**src/rtl/alu_issue_pkg.sv**
```systemverilog
// Shared encodings for the ALU issue slice: alu_op values, funct codes,
// ALU control codes and the default datapath width.
package alu_issue_pkg;

    localparam int WORD_SIZE  = 32;
    localparam int OP_COUNT_W = 16;

    typedef enum logic [1:0] {
        ALUOP_ADD   = 2'b00,
        ALUOP_SUB   = 2'b01,
        ALUOP_RTYPE = 2'b10,
        ALUOP_RSVD  = 2'b11
    } alu_op_e;

    typedef enum logic [3:0] {
        CTRL_AND = 4'b0000,
        CTRL_OR  = 4'b0001,
        CTRL_ADD = 4'b0010,
        CTRL_SUB = 4'b0110,
        CTRL_SLT = 4'b0111,
        CTRL_NOR = 4'b1100
    } alu_ctrl_e;

    localparam logic [5:0] FUNCT_AND = 6'b100100;
    localparam logic [5:0] FUNCT_OR  = 6'b100101;
    localparam logic [5:0] FUNCT_ADD = 6'b100000;
    localparam logic [5:0] FUNCT_SUB = 6'b100010;
    localparam logic [5:0] FUNCT_SLT = 6'b101010;
    localparam logic [5:0] FUNCT_NOR = 6'b100111;

endpackage

```
**src/rtl/alu_issue_decode.sv**
```systemverilog
// Combinational decode of (alu_op, funct) into a 4-bit ALU control code
// plus an illegal-operation flag.
module alu_decode (
    input  logic [1:0] alu_op,
    input  logic [5:0] funct,
    output logic [3:0] alu_control,
    output logic       illegal
);
    import alu_issue_pkg::*;

    // Illegal encodings fall through with control 0000 so the ALU sees a benign op.
    always_comb begin
        alu_control = CTRL_AND;
        illegal     = 1'b0;
        case (alu_op)
            ALUOP_ADD: alu_control = CTRL_ADD;
            ALUOP_SUB: alu_control = CTRL_SUB;
            ALUOP_RTYPE: begin
                case (funct)
                    FUNCT_AND: alu_control = CTRL_AND;
                    FUNCT_OR:  alu_control = CTRL_OR;
                    FUNCT_ADD: alu_control = CTRL_ADD;
                    FUNCT_SUB: alu_control = CTRL_SUB;
                    FUNCT_SLT: alu_control = CTRL_SLT;
                    FUNCT_NOR: alu_control = CTRL_NOR;
                    default: begin
                        alu_control = CTRL_AND;
                        illegal     = 1'b1;
                    end
                endcase
            end
            default: begin
                alu_control = CTRL_AND;
                illegal     = 1'b1;
            end
        endcase
    end

endmodule

```
**src/rtl/alu_issue.sv**
```systemverilog
// Two-stage issue pipeline around an external combinational ALU: S1 holds the
// decoded instruction and drives the ALU, S2 captures the ALU outputs.
module alu_issue #(
    parameter int WORD_SIZE = alu_issue_pkg::WORD_SIZE
) (
    input  logic                 clk,
    input  logic                 rst_n,
    input  logic                 in_valid,
    output logic                 in_ready,
    input  logic [1:0]           alu_op,
    input  logic [5:0]           funct,
    input  logic [WORD_SIZE-1:0] in_a,
    input  logic [WORD_SIZE-1:0] in_b,
    output logic [3:0]           alu_control,
    output logic [WORD_SIZE-1:0] alu_a,
    output logic [WORD_SIZE-1:0] alu_b,
    input  logic [WORD_SIZE-1:0] alu_result,
    input  logic                 alu_zero,
    output logic                 out_valid,
    input  logic                 out_ready,
    output logic [WORD_SIZE-1:0] out_result,
    output logic                 out_zero,
    output logic                 out_illegal,
    output logic [15:0]          op_count
);
    import alu_issue_pkg::*;

    logic [3:0]            w_dec_ctrl;
    logic                  w_dec_illegal;
    logic                  w_s2_load;
    logic                  w_in_fire;
    logic                  w_out_fire;

    logic                  r_s1_vld;
    logic [3:0]            r_s1_ctrl;
    logic                  r_s1_illegal;
    logic [WORD_SIZE-1:0]  r_s1_a;
    logic [WORD_SIZE-1:0]  r_s1_b;

    logic                  r_out_valid;
    logic [WORD_SIZE-1:0]  r_out_result;
    logic                  r_out_zero;
    logic                  r_out_illegal;
    logic [OP_COUNT_W-1:0] r_op_count;

    alu_decode u_decode (
        .alu_op      (alu_op),
        .funct       (funct),
        .alu_control (w_dec_ctrl),
        .illegal     (w_dec_illegal)
    );

    // S1 may accept whenever it is empty or its contents move into S2 this edge.
    assign w_s2_load  = r_s1_vld && (!r_out_valid || out_ready);
    assign in_ready   = !r_s1_vld || w_s2_load;
    assign w_in_fire  = in_valid && in_ready;
    assign w_out_fire = r_out_valid && out_ready;

    // S1: decoded control and operands
    always_ff @(posedge clk or negedge rst_n) begin
        if (!rst_n) begin
            r_s1_vld     <= 1'b0;
            r_s1_ctrl    <= 4'b0000;
            r_s1_illegal <= 1'b0;
            r_s1_a       <= '0;
            r_s1_b       <= '0;
        end else if (w_in_fire) begin
            r_s1_vld     <= 1'b1;
            r_s1_ctrl    <= w_dec_ctrl;
            r_s1_illegal <= w_dec_illegal;
            r_s1_a       <= in_a;
            r_s1_b       <= in_b;
        end else if (w_s2_load) begin
            r_s1_vld     <= 1'b0;
        end
    end

    assign alu_control = r_s1_vld ? r_s1_ctrl : 4'b0000;
    assign alu_a       = r_s1_vld ? r_s1_a : '0;
    assign alu_b       = r_s1_vld ? r_s1_b : '0;

    // S2: captured ALU result, held while downstream stalls
    always_ff @(posedge clk or negedge rst_n) begin
        if (!rst_n) begin
            r_out_valid   <= 1'b0;
            r_out_result  <= '0;
            r_out_zero    <= 1'b0;
            r_out_illegal <= 1'b0;
        end else if (w_s2_load) begin
            r_out_valid   <= 1'b1;
            r_out_result  <= r_s1_illegal ? '0 : alu_result;
            r_out_zero    <= r_s1_illegal ? 1'b0 : alu_zero;
            r_out_illegal <= r_s1_illegal;
        end else if (w_out_fire) begin
            r_out_valid   <= 1'b0;
        end
    end

    always_ff @(posedge clk or negedge rst_n) begin
        if (!rst_n) begin
            r_op_count <= '0;
        end else if (w_out_fire) begin
            r_op_count <= r_op_count + 1'b1;
        end
    end

    assign out_valid   = r_out_valid;
    assign out_result  = r_out_result;
    assign out_zero    = r_out_zero;
    assign out_illegal = r_out_illegal;
    assign op_count    = r_op_count;

endmodule
```
**config.mk**
```make
export PLATFORM = sky130hd
export DESIGN_NAME = alu_issue
export DESIGN_NICKNAME = d
export VERILOG_FILES = /design/src/rtl/alu_issue_pkg.sv /design/src/rtl/alu_issue_decode.sv /design/src/rtl/alu_issue.sv
export SDC_FILE = /design/constraint.sdc
export NUM_CORES = 1
export LEC_CHECK = 0
export CAP_MARGIN = 20
export CORE_ASPECT_RATIO = 1.25
export CORE_MARGIN = 5
export CORE_UTILIZATION = 45
export DETAILED_ROUTE_END_ITERATION = 16
export PLACE_DENSITY_LB_ADDON = 0.08
export RECOVER_POWER = 25
export SLEW_MARGIN = 20
export SYNTH_ARGS = -nofsm -noshare
export SYNTH_HDL_FRONTEND = slang
export SYNTH_SLANG_ARGS = --single-unit
```
**constraint.sdc**
```tcl
create_clock -name clk -period 2.8 [get_ports clk]
set_clock_uncertainty 0.2 [all_clocks]
set_input_delay 0.56 -clock clk [delete_from_list [all_inputs] [get_ports clk]]
set_output_delay 0.56 -clock clk [all_outputs]
set_load 0.005 [all_outputs]
```
After elaboration in Yosys (flattened, before gate mapping)
Cells that the tools add are included.

Add/subtract/negate cells: 1. Eq/ne operators: 8. Muxes and demuxes: 13. Reduce and logical (&&, ||, !) cells: 12.

Operators with widths (count): $mux 32 (3); $eq 6x6->1 const B (6); $pmux 4 s5 (1); $add 16x1->16 const B (1); $pmux 4 s3 (1); $mux 1 (6); $reduce_or 6->1 (1); $mux 4 (1); $reduce_bool 2->1 (2); $logic_and 1x1->1 (3); $eq 2x1->1 const B (1); $eq 2x2->1 const B (1); $logic_not 1->1 (2); $logic_not 2->1 (1); $logic_or 1x1->1 (2); $pmux 1 s2 (1); $reduce_or 2->1 (1).

Register bits after elaboration: 121. Input bits: 109. Output and inout bits: 120. Logic and storage cells: 44.

Depth between registers and ports, before layout
Gate-level depths: netlist (run 1).

Word-level depth: 6. Gate-level depth with buffers: 6. Mapped depth without buffers: 5.

Hierarchy
From an unflattened synthesis (run 1), not the netlist that was laid out.

Cell total of the unflattened synthesis: 449. Area total of the unflattened synthesis: 5383.9 µm².

By module, submodules not included: alu_issue (times used 1, cells each 431, area an instance 5246.3 µm², seq. area each 3027.9 µm²); alu_decode (times used 1, cells each 18, area an instance 137.6 µm², seq. area each 0.0 µm²).

Least setup slack after synthesis (run 1)
OpenSTA, ideal clock, no wires.

Kind: input -> register. From: input port out_ready. To: register r_s1_a[10]. Library setup time: 0.125 ns. Arrival: 1.460 ns. Required time: 2.475 ns. Setup slack: 1.015 ns. Stages on the path: 4. Path buffers: 1. Path through: nand3b_2 nand2_4 buf_6 mux2_2.

Longest elaborated chain between the ends: 4.

RTL lines: start, declared (line alu_issue.sv:20) `input logic out_ready,`; $logic_or 1x1->1 (line alu_issue.sv:54) `assign w_s2_load = r_s1_vld && (!r_out_valid || out_ready);`; $logic_and 1x1->1 (line alu_issue.sv:54); $logic_or 1x1->1 (line alu_issue.sv:55) `assign in_ready = !r_s1_vld || w_s2_load;`; $logic_and 1x1->1 (line alu_issue.sv:56) `assign w_in_fire = in_valid && in_ready;`; end signal, assigned (line alu_issue.sv:71) `r_s1_a <= in_a;`; end, declared (line alu_issue.sv:37) `logic [WORD_SIZE-1:0] r_s1_a;`.

No other way between the ends. A chain may end at the register's enable or synchronous reset.

Worst setup path in the final report (run 1)
From: register r_s1_vld. To: output port alu_control[1].

Longest elaborated chain between the ends: 1.

RTL lines: start, declared (line alu_issue.sv:34) `logic r_s1_vld;`; start signal, assigned (line alu_issue.sv:62) `r_s1_vld <= 1'b0;`; start signal, assigned (line alu_issue.sv:68) `r_s1_vld <= 1'b1;`; start signal, assigned (line alu_issue.sv:74) `r_s1_vld <= 1'b0;`; $mux 4 (line alu_issue.sv:78) `assign alu_control = r_s1_vld ? r_s1_ctrl : 4'b0000;`; end, declared (line alu_issue.sv:14) `output logic [3:0] alu_control,`.

No other way between the ends.

==> results of run 1 <==
## cell families after synthesis
| kind of cell | count (synthesis) | share of synthesized area (%) |
|---|---|---|
| XOR/XNOR | 15 | 2.456 |
| buffers and inverters | 27 | 2.970 |
| flip-flops | 121 | 56.59 |
| AND/OR/NAND/NOR | 179 | 19.34 |
| AO/OA/AOI/OAI | 43 | 4.303 |
| multiplexers | 67 | 14.10 |
| adder cells (fa/ha/maj) | 1 | 0.2338 |
## power breakdown
group          switching (uW)  internal, uW  total (uW)
logic                     428           859        1290
clock network             734          1620        2350
registers                 193          2020        2220
total                    1360          4500        5860
## registers in the layout, indices dropped and copies added (netlist names), 4 cells and up
name,count
op_count,16
r_s1_b,32
r_s1_ctrl,4
out_result,32
r_s1_a,32
## synth_stat cells (2+ instances only)
| cell type | n |
|---|---|
| sky130_fd_sc_hd__buf_2 | 4 |
| sky130_fd_sc_hd__nand4_1 | 2 |
| sky130_fd_sc_hd__a21oi_1 | 2 |
| sky130_fd_sc_hd__xnor2_1 | 8 |
| sky130_fd_sc_hd__nand2b_1 | 37 |
| sky130_fd_sc_hd__dfrtp_1 | 121 |
| sky130_fd_sc_hd__nor3_1 | 2 |
| sky130_fd_sc_hd__clkbuf_1 | 13 |
| sky130_fd_sc_hd__xor2_1 | 7 |
| sky130_fd_sc_hd__mux2_2 | 67 |
| sky130_fd_sc_hd__o21ai_0 | 31 |
| sky130_fd_sc_hd__nand3_1 | 8 |
| sky130_fd_sc_hd__and2_1 | 68 |
| sky130_fd_sc_hd__o31ai_1 | 2 |
| sky130_fd_sc_hd__o21ai_1 | 4 |
| sky130_fd_sc_hd__inv_1 | 3 |
| sky130_fd_sc_hd__nand2_1 | 43 |
| sky130_fd_sc_hd__a21o_1 | 2 |
| sky130_fd_sc_hd__buf_6 | 7 |
| sky130_fd_sc_hd__nor2_1 | 7 |
| sky130_fd_sc_hd__and4_1 | 2 |
## worst max-delay path: cells and delay by family, from the launching register on
kind / cells / cell delay (ns)
buffers and inverters: 2 / 0.77
flip-flops: 1 / 0.55
AND/OR/NAND/NOR: 1 / 0.15
## final timing paths
kind | start | end | slack (ns) | cells past startpoint
worst min-delay path | op_count[15] | op_count[15] | 0.27 | 1
worst max register to register | r_s1_vld | r_s1_b[3] | 0.67 | 6
max in group asynchronous | rst_n | r_s1_ctrl[2] | 0.79 | 3
min in group asynchronous | rst_n | r_s1_a[7] | 0.62 | 2
worst min register to register | op_count[15] | op_count[15] | 0.27 | 1
worst max-delay path | r_s1_vld | alu_control[1] | 0.15 | 3
## routing by layer
metal	up-vias	track usage, %	routed length (um)
met4	0	6.947	252
met5	-	0	0
met2	151	34.09	7169
li1	1963	-	-
met1	1974	22.67	5275
met3	21	8.329	1304
## area by class of cell
class / count / area [sq um]
Multi-Input combinational cell: 305 / 2163
Inverter: 3 / 11.26
Fill cell: 843 / 3164
Sequential cell: 121 / 3032
Clock buffer: 23 / 508.0
Timing Repair Buffer: 236 / 2399
Clock inverter: 7 / 137.6
Tap cell: 161 / 201.4
## repair_timing
action | 4_1_cts | 5_1_grt
gates resized for setup | 0 | 1
hold buffers | 1 | 0
setup endpoints to repair | 0 | 3
endpoints found under the hold margin | 34 | 0
## metrics by stage
step,utilization [%],cell area (sq um),total power [uW],hold slack [ns],worst slack [ns]
2_1_floorplan,-,5350,2700,0.06441,1.015
3_3_place_gp,67.17,7802,3506,0.2571,0.2792
3_5_place_dp,67.17,7802,3551,0.2585,0.2690
4_1_cts,72.81,8458,5937,0.2695,0.05913
5_1_grt,72.76,8452,6130,0.3009,0.04191
6_report,72.76,8452,5858,0.2655,0.1541
==> reports/metrics.sh, run 1 <==
ROUTED-VIA-COUNT=4109
DETAIL_ROUTE.ITER0.VIOLATIONS=118
REPORT.FINAL.SETUP_VIOL=0
RESIDUAL_DRC=0
POST_CTS_SETUP_BUFFER_COUNT=0
GRT_REMAINING_OVERFLOW=0
SYNTH_SEQUENTIAL_AREA_RATIO_PCT=56.59
CRIT_PATH_END_KIND='output port'
POST_SYNTH_INST_COUNT=453
GRT_ANTENNA_BEFORE_REPAIR=0
SYNTH.CELL_AREA_SQ_UM=5350
RUN_STATUS='completed'
WORST_PATH_LARGEST_CELL_DELAY_NS=0.55
CRIT_PATH_CELL_TRACE='buf_12, and2_1, clkdlybuf4s50_1'
DIEWIDTH_UM=107.5
SYN-MEAN-INSTANCE-AREA_SQ_UM=11.81
CLKSINKCOUNT=121
GP_CONGESTION=0.7623
CP.REQUIRED_NS=2.04
CORE.ROWCOUNT=44
SYNTH-MAIN-FF-CELL='sky130_fd_sc_hd__dfrtp_1'
START_UTIL_PCT=46.06
I_O_PIN_CNT=229
RSZ0062_AT_GRT='false'
MAX-CLOCK-PATH-BUFFERS=2
ACHIEVABLE-FREQUENCY_MHz=377.9
VDD_IR_DROP_MAX_mV=0.4278
NUMBER_OF_HOLD_VIOLATIONS_IN_THE_FINAL_REPORT=0
CRIT_ARRIVAL_NS=1.89
CRITICAL-PATH-SLOWEST-CELL='sky130_fd_sc_hd__dfrtp_4'
TOTAL_POWER_DENSITY_PER_CELL_AREA_nW_PER_UM2=693.1
TRITONCTS='yes'
SETUP_TNS_NS=0
FINALNETCOUNT=794
MEASURED_SLEW_AT_THE_WORST_SLEW_CHECK_PIN_NS=0.9156
MAPPEDNETLISTNETS=563
ROUTE.DETAILED.WL_PER_INST_UM=16.36
SYNTH_EDF_COUNT=0
SYNTHTOLAYOUTAREAGROWTH_PCT=57.97
CAP_VIOLATIONS=0
SLEW_HEADROOM_PCT=38.96
DRT-VIAS-PER-INSTANCE=4.800
GLOBAL_ROUTE_USAGE_OVER_ALL_LAYERS_PCT=20.11
TIMING.FINAL.CRIT_PERIOD_NS=2.646
CTS-ROOT-BUF='sky130_fd_sc_hd__clkbuf_16'
DRIVE_ABOVE_1_SHARE_PCT=15.97
DIE_AREA_SQ_UM=14180
DRT-PASS1-ITER-COUNT=4
FINALCRITPERIODSHARE_PCT=94.50
CLOCK_TREE.HTREE_LEVEL_COUNT=4
TOTALWIRELENGTH_MM=14.00
WORST-SETUP-PATH-TYPE='flop to output port'
BUFFER_PORTS.INSERTED=228
CLK_TRANSITION_REPORTED_PATHS_NS=0.05
SYNTH.LARGEST_AREA_CELL='sky130_fd_sc_hd__dfrtp_1'
WORSTSETUPSTARTPOINTTYPE='flop'
WORSTSKEWPAIRLATENCY_NS=0.40
POST_SYNTH_TOP_AREA_SHARE_PCT=56.59
GRT_PASS1_VIAS=4355
NUM_ANTENNA_CELLS=0
DPL.CELL_COUNT=825
GRT_START_MAX_NET_PINS=55
COREAREA_SQ_UM=11620
POSTSYNTH.ASYNCRESETSHARE_PCT=100.0
POSTSYNTHREGISTERBITS=121
PATH_MAX_FANOUT=47
CTS_BUFS_INSERTED=17
FINAL_CELLS=856
FINAL_CELL_MIX='sky130_fd_sc_hd__clkdlybuf4s50_1, sky130_fd_sc_hd__dfrtp_1, sky130_fd_sc_hd__and2_1'
FIRST_PASS_GRT_WIRE_LENGTH_MM=22.45
ANTENNA_LEFT=0
SYNTH-WARNING-COUNT=0
LAYOUT_COMMONEST_CELL='sky130_fd_sc_hd__clkdlybuf4s50_1'
DP.FINAL_HPWL_MM=10.35
SYNTH_AREA_LEADERS='sky130_fd_sc_hd__dfrtp_1, sky130_fd_sc_hd__mux2_2, sky130_fd_sc_hd__and2_1'
MAXSLEWVIOLCOUNT=0
DIEHEIGHT_UM=131.9
MIN-DELAY-PATH-CLASS='flop to flop'
P_LEAK_uW=0.003568
SYNTH_CELL_TYPES=34
(Power assumes the default switching activity.)
==> run 2: changes to the inputs <==
Settings changed: CORE_UTILIZATION 45 to 25.
==> run 2 against run 1 <==
Effect of this change: count of clock-buffer cells in the layout shrank 4; first-iteration DRC count fell by 40%; the flow now finishes with violations (capacitance limit, slew limit); highest routed layer unchanged; non-clock buffer count decreased by 1.
==> reports/metrics.sh, run 2 (synthesized netlist as in run 1, its figures left out) <==
RUN_STATUS='finished with violations'
VIOLATED_CHECKS='capacitance limit, slew limit'
TOTALWIRELENGTH_MM=15.75
TIMING.FINAL.CRIT_PERIOD_NS=2.640
LAYOUT_COMMONEST_CELL='sky130_fd_sc_hd__clkdlybuf4s50_1'
GRT_PASS1_VIAS=4560
FINAL_CELL_MIX='sky130_fd_sc_hd__clkdlybuf4s50_1, sky130_fd_sc_hd__dfrtp_1, sky130_fd_sc_hd__and2_1'
CTS_BUFS_INSERTED=17
DRT-VIAS-PER-INSTANCE=4.167
MEASURED_SLEW_AT_THE_WORST_SLEW_CHECK_PIN_NS=1.739
ROUTED-VIA-COUNT=4042
CORE.ROWCOUNT=59
WORSTSETUPSTARTPOINT='out_ready'
TIMING.FINAL.WS_SETUP_NS=0.1604
FIRST_PASS_GRT_WIRE_LENGTH_MM=25.07
GRT_START_MAX_NET_PINS=122
HOLD_BUFFERS=0
TOTAL_POWER_DENSITY_PER_CELL_AREA_nW_PER_UM2=677.3
WORSTSKEWPAIRLATENCY_NS=0.40
CLK_TRANSITION_REPORTED_PATHS_NS=0.05
CTS-ROOT-BUF='sky130_fd_sc_hd__clkbuf_16'
ANTENNA_LEFT=0
COREAREA_SQ_UM=20970
I_O_PIN_CNT=229
NUMBER_OF_HOLD_VIOLATIONS_IN_THE_FINAL_REPORT=0
CRIT_PATH_END_KIND='output port'
ACHIEVABLE-FREQUENCY_MHz=378.9
RSZ0062_AT_GRT='false'
CAP_VIOLATIONS=1
FINALCRITPERIODSHARE_PCT=94.27
GLOBAL_ROUTE_USAGE_OVER_ALL_LAYERS_PCT=13.08
SETUP_TNS_NS=0
MAX-CLOCK-PATH-BUFFERS=2
GRT_REMAINING_OVERFLOW=0
STDCELL_AREA_SQ_UM=8552
MIN-DELAY-PATH-CLASS='flop to flop'
RR_STARTPOINT='out_valid'
WORST-SETUP-PATH-TYPE='input port to output port'
ROUTE.DETAILED.WL_PER_INST_UM=16.24
DIEHEIGHT_UM=173.6
REPORT.FINAL.SETUP_VIOL=0
DP.FINAL_HPWL_MM=11.25
SYNTHTOLAYOUTAREAGROWTH_PCT=59.85
BUFFER_PORTS.INSERTED=228
GP_CONGESTION=0.7350
COUNT_OF_FILL_CELLS_ADDED_DURING_FILLER_INSERTION=2066
CLOCK_TREE.HTREE_LEVEL_COUNT=4
DRIVE_ABOVE_1_SHARE_PCT=16.52
FINALNETCOUNT=793
DETAIL_ROUTE.ITER0.VIOLATIONS=71
MAXSLEWVIOLCOUNT=122
VDD_IR_DROP_MAX_mV=0.3819
DIE_AREA_SQ_UM=24440
DETAILEDPLACE.WORSTSLACK_NS=0.1523
GRT_ANTENNA_BEFORE_REPAIR=0
POST_CTS.RESIZED_INSTANCES=0
RESIDUAL_DRC=0
DIEWIDTH_UM=140.8
TRITONCTS='yes'
MIN-DELAY-START='r_s1_ctrl[1]'
PATH_MAX_FANOUT=6
DRT-PASS1-ITER-COUNT=4
CP.REQUIRED_NS=2.04
CRIT_ARRIVAL_NS=1.88
POST_DP_CELL_AREA_SQ_UM=7944
CLKSINKCOUNT=121
POST_CTS_SETUP_BUFFER_COUNT=0
START_UTIL_PCT=25.52
NUM_ANTENNA_CELLS=0
SLEW_HEADROOM_PCT=-15.94
WORSTSETUPSTARTPOINTTYPE='input port'
P_LEAK_uW=0.003535
## run 2: area by class of cell
cell class | count | area [sq um] | share of cell area, %
multi-input combinational | 305 | 2166 | 25.33
inverter | 3 | 11.26 | 0.1317
clock buffer | 19 | 452.9 | 5.296
timing repair buffer | 235 | 2382 | 27.86
tap | 274 | 342.8 | 4.009
clock inverter | 13 | 167.7 | 1.961
sequential | 121 | 3029 | 35.42
## run 2: worst paths after layout
check                                 endpoint  slack (ns)  depth (start not counted)
worst min register to register    r_s1_ctrl[1]        0.27                          1
max in group asynchronous             r_s1_vld        0.68                          2
worst max register to register      r_s1_a[14]        1.07                          4
min in group asynchronous       out_result[10]        0.53                          2
worst max-delay path                  in_ready        0.16                          3
worst min-delay path              r_s1_ctrl[1]        0.27                          1
## run 2: layer usage
metal / up-vias / wire, um / global-route usage, %
met5: - / 0 / 0
met4: 0 / 207 / 3.958
met3: 10 / 1080 / 4.912
met2: 113 / 8568 / 23.88
met1: 1955 / 5898 / 13.88
li1: 1964 / - / -
## run 2: report_power, final
| part | switching, uW | internal, uW |
|---|---|---|
| Clock | 839 | 1460 |
| Sequential | 177 | 2020 |
| Combinational | 439 | 859 |
| Total | 1460 | 4340 |
## run 2: per-stage QoR
step                      power, uW  hold slack (ns)  util, %  std cells
after floorplan                2700          0.06441        -        453
after detailed placement       3571           0.2634    37.89        938
after CTS                      5927          0.08509    40.85        970
after global placement         3544           0.2590    37.89        938
final                          5792           0.2691    40.79        970
after global routing           6107           0.2958    40.79        970
## run 2: worst max-delay path, cell delays in order
cell	delay [ns]
sky130_fd_sc_hd__clkdlybuf4s50_1	0.56
sky130_fd_sc_hd__nand3b_2	0.22
sky130_fd_sc_hd__clkdlybuf4s50_1	0.53
==> run 3: changes to the inputs <==
--- a/constraint.sdc
+++ b/constraint.sdc
@@ -4,2 +4,2 @@
 set_output_delay 0.56 -clock clk [all_outputs]
-set_load 0.005 [all_outputs]
+set_load 0.05 [all_outputs]
==> run 3 against run 2 <==
Effect of this change: the flow still finishes with violations (capacitance limit, slew limit); clock power is 3% lower; flip-flop and latch count did not move; worst setup slack improved by 0.16 ns; non-clock buffer count decreased by 1; critical path type is now flop to output port; critical endpoint is now op_count[7].
==> reports/metrics.sh, run 3 (synthesized netlist as in run 1, its figures left out) <==
RUN_STATUS='finished with violations'
VIOLATED_CHECKS='capacitance limit, slew limit'
FINALNETCOUNT=792
CLK_TRANSITION_REPORTED_PATHS_NS=0.06
FINAL_CELL_MIX='sky130_fd_sc_hd__clkdlybuf4s50_1, sky130_fd_sc_hd__dfrtp_1, sky130_fd_sc_hd__buf_12'
DETAIL_ROUTE.ITER0.VIOLATIONS=159
ROUTED-VIA-COUNT=4090
MAXSLEWVIOLCOUNT=122
CTS-ROOT-BUF='sky130_fd_sc_hd__clkbuf_16'
MIN-DELAY-PATH-CLASS='flop to flop'
TOTALWIRELENGTH_MM=16.04
TIMING.FINAL.CRIT_PERIOD_NS=2.477
BUFFER_PORTS.INSERTED=228
GLOBAL_ROUTE_USAGE_OVER_ALL_LAYERS_PCT=13.41
GRT_PASS1_VIAS=4526
ANTENNA_LEFT=0
HOLD_BUFFERS=0
RESIDUAL_DRC=0
CRITICAL-PATH-SLOWEST-CELL='sky130_fd_sc_hd__clkdlybuf4s50_1'
TOTAL_POWER_uW=6934
FIRST_PASS_GRT_WIRE_LENGTH_MM=25.53
DIEHEIGHT_UM=173.6
RR_STARTPOINT='r_s1_vld'
VDD_IR_DROP_MAX_mV=0.3748
WORST_PATH_LARGEST_CELL_DELAY_NS=0.85
TOTAL_POWER_DENSITY_PER_CELL_AREA_nW_PER_UM2=752.8
GRT_START_MAX_NET_PINS=122
TRITONCTS='yes'
POST_DP_CELL_AREA_SQ_UM=8627
DP.FINAL_HPWL_MM=11.62
CRIT_ARRIVAL_NS=1.72
RSZ0062_AT_GRT='false'
DIE_AREA_SQ_UM=24440
SETUP_TNS_NS=0
CRIT_PATH_CELL_TRACE='clkdlybuf4s50_1'
CP.REQUIRED_NS=2.04
UTILIZATION_PCT=43.94
CLKSINKCOUNT=121
CRIT_PATH_END_KIND='output port'
DRT-PASS1-ITER-COUNT=4
NUM_ANTENNA_CELLS=0
NUMBER_OF_HOLD_VIOLATIONS_IN_THE_FINAL_REPORT=0
POST_CTS_SETUP_BUFFER_COUNT=0
CTS_BUFS_INSERTED=17
SLEW_HEADROOM_PCT=-17.25
POST_CTS.RESIZED_INSTANCES=0
WORSTSKEWPAIRLATENCY_NS=0.41
DIEWIDTH_UM=140.8
DPL.CELL_COUNT=937
MAX-CLOCK-PATH-BUFFERS=2
CORE.ROWCOUNT=59
FINAL_CELLS=969
DRT-VIAS-PER-INSTANCE=4.221
GRT_ANTENNA_BEFORE_REPAIR=1
CAP_VIOLATIONS=1
STDCELL_AREA_SQ_UM=9211
CP_NUM_BUF_INV=1
GRT_REMAINING_OVERFLOW=0
FINALCRITPERIODSHARE_PCT=88.47
ACHIEVABLE-FREQUENCY_MHz=403.7
CLOCK_TREE.HTREE_LEVEL_COUNT=4
WORSTSETUPSTARTPOINT='op_count[7]'
LAYOUT_COMMONEST_CELL='sky130_fd_sc_hd__clkdlybuf4s50_1'
WORST-SETUP-PATH-TYPE='flop to output port'
REPORT.FINAL.SETUP_VIOL=0
MEASURED_SLEW_AT_THE_WORST_SLEW_CHECK_PIN_NS=1.759
I_O_PIN_CNT=229
MIN-DELAY-START='r_s1_ctrl[1]'
DRIVE_ABOVE_1_SHARE_PCT=26.19
CPLARGESTDELAYFAMILY='buffers and inverters'
START_UTIL_PCT=25.52
P_LEAK_uW=0.003883
COREAREA_SQ_UM=20970
ROUTE.DETAILED.WL_PER_INST_UM=16.55
WORSTSETUPSTARTPOINTTYPE='flop'
PATH_MAX_FANOUT=5
GP_CONGESTION=0.7317
SYNTHTOLAYOUTAREAGROWTH_PCT=72.17
## run 3: power breakdown
part / leakage, uW / switching [uW] / internal, uW
registers: 0.00147 / 185 / 2020
clock network: 0.000284 / 841 / 1370
logic: 0.00213 / 1400 / 1120
total: 0.00388 / 2420 / 4510
## run 3: final timing paths
check	end	slack (ns)	cells after the start
setup / recovery	op_count[7]	0.32	1
hold / removal	r_s1_ctrl[1]	0.27	1
setup reg to reg	r_s1_a[3]	0.74	4
hold reg to reg	r_s1_ctrl[1]	0.27	1
max in group asynchronous	r_s1_vld	0.67	2
min in group asynchronous	out_result[7]	0.51	2
## run 3: through the flow
stage | hold WS [ns] | setup WS (ns)
floorplan | 0.06441 | 0.5618
global placement | 0.2592 | 0.2192
detailed placement | 0.2682 | 0.1864
CTS | 0.08748 | 0.2474
global route | 0.2989 | 0.1767
finish | 0.2723 | 0.3228
## run 3: area by class of cell
class | instances | area (sq um)
clock buffers | 20 | 456.7
clock inverters | 12 | 140.1
fillers | 1969 | 11750
inverters | 3 | 11.26
multi-input cells | 305 | 2166
flip-flops and latches | 121 | 3029
well taps | 274 | 342.8
repair buffers | 234 | 3065
## run 3: per-layer routing
layer / up-vias / global-route usage, % / wire [um]
li1: 1963 / - / -
met1: 1988 / 14.26 / 5928
met2: 124 / 24.08 / 8637
met3: 13 / 5.850 / 1297
met4: 2 / 3.595 / 170
met5: - / 0 / 7
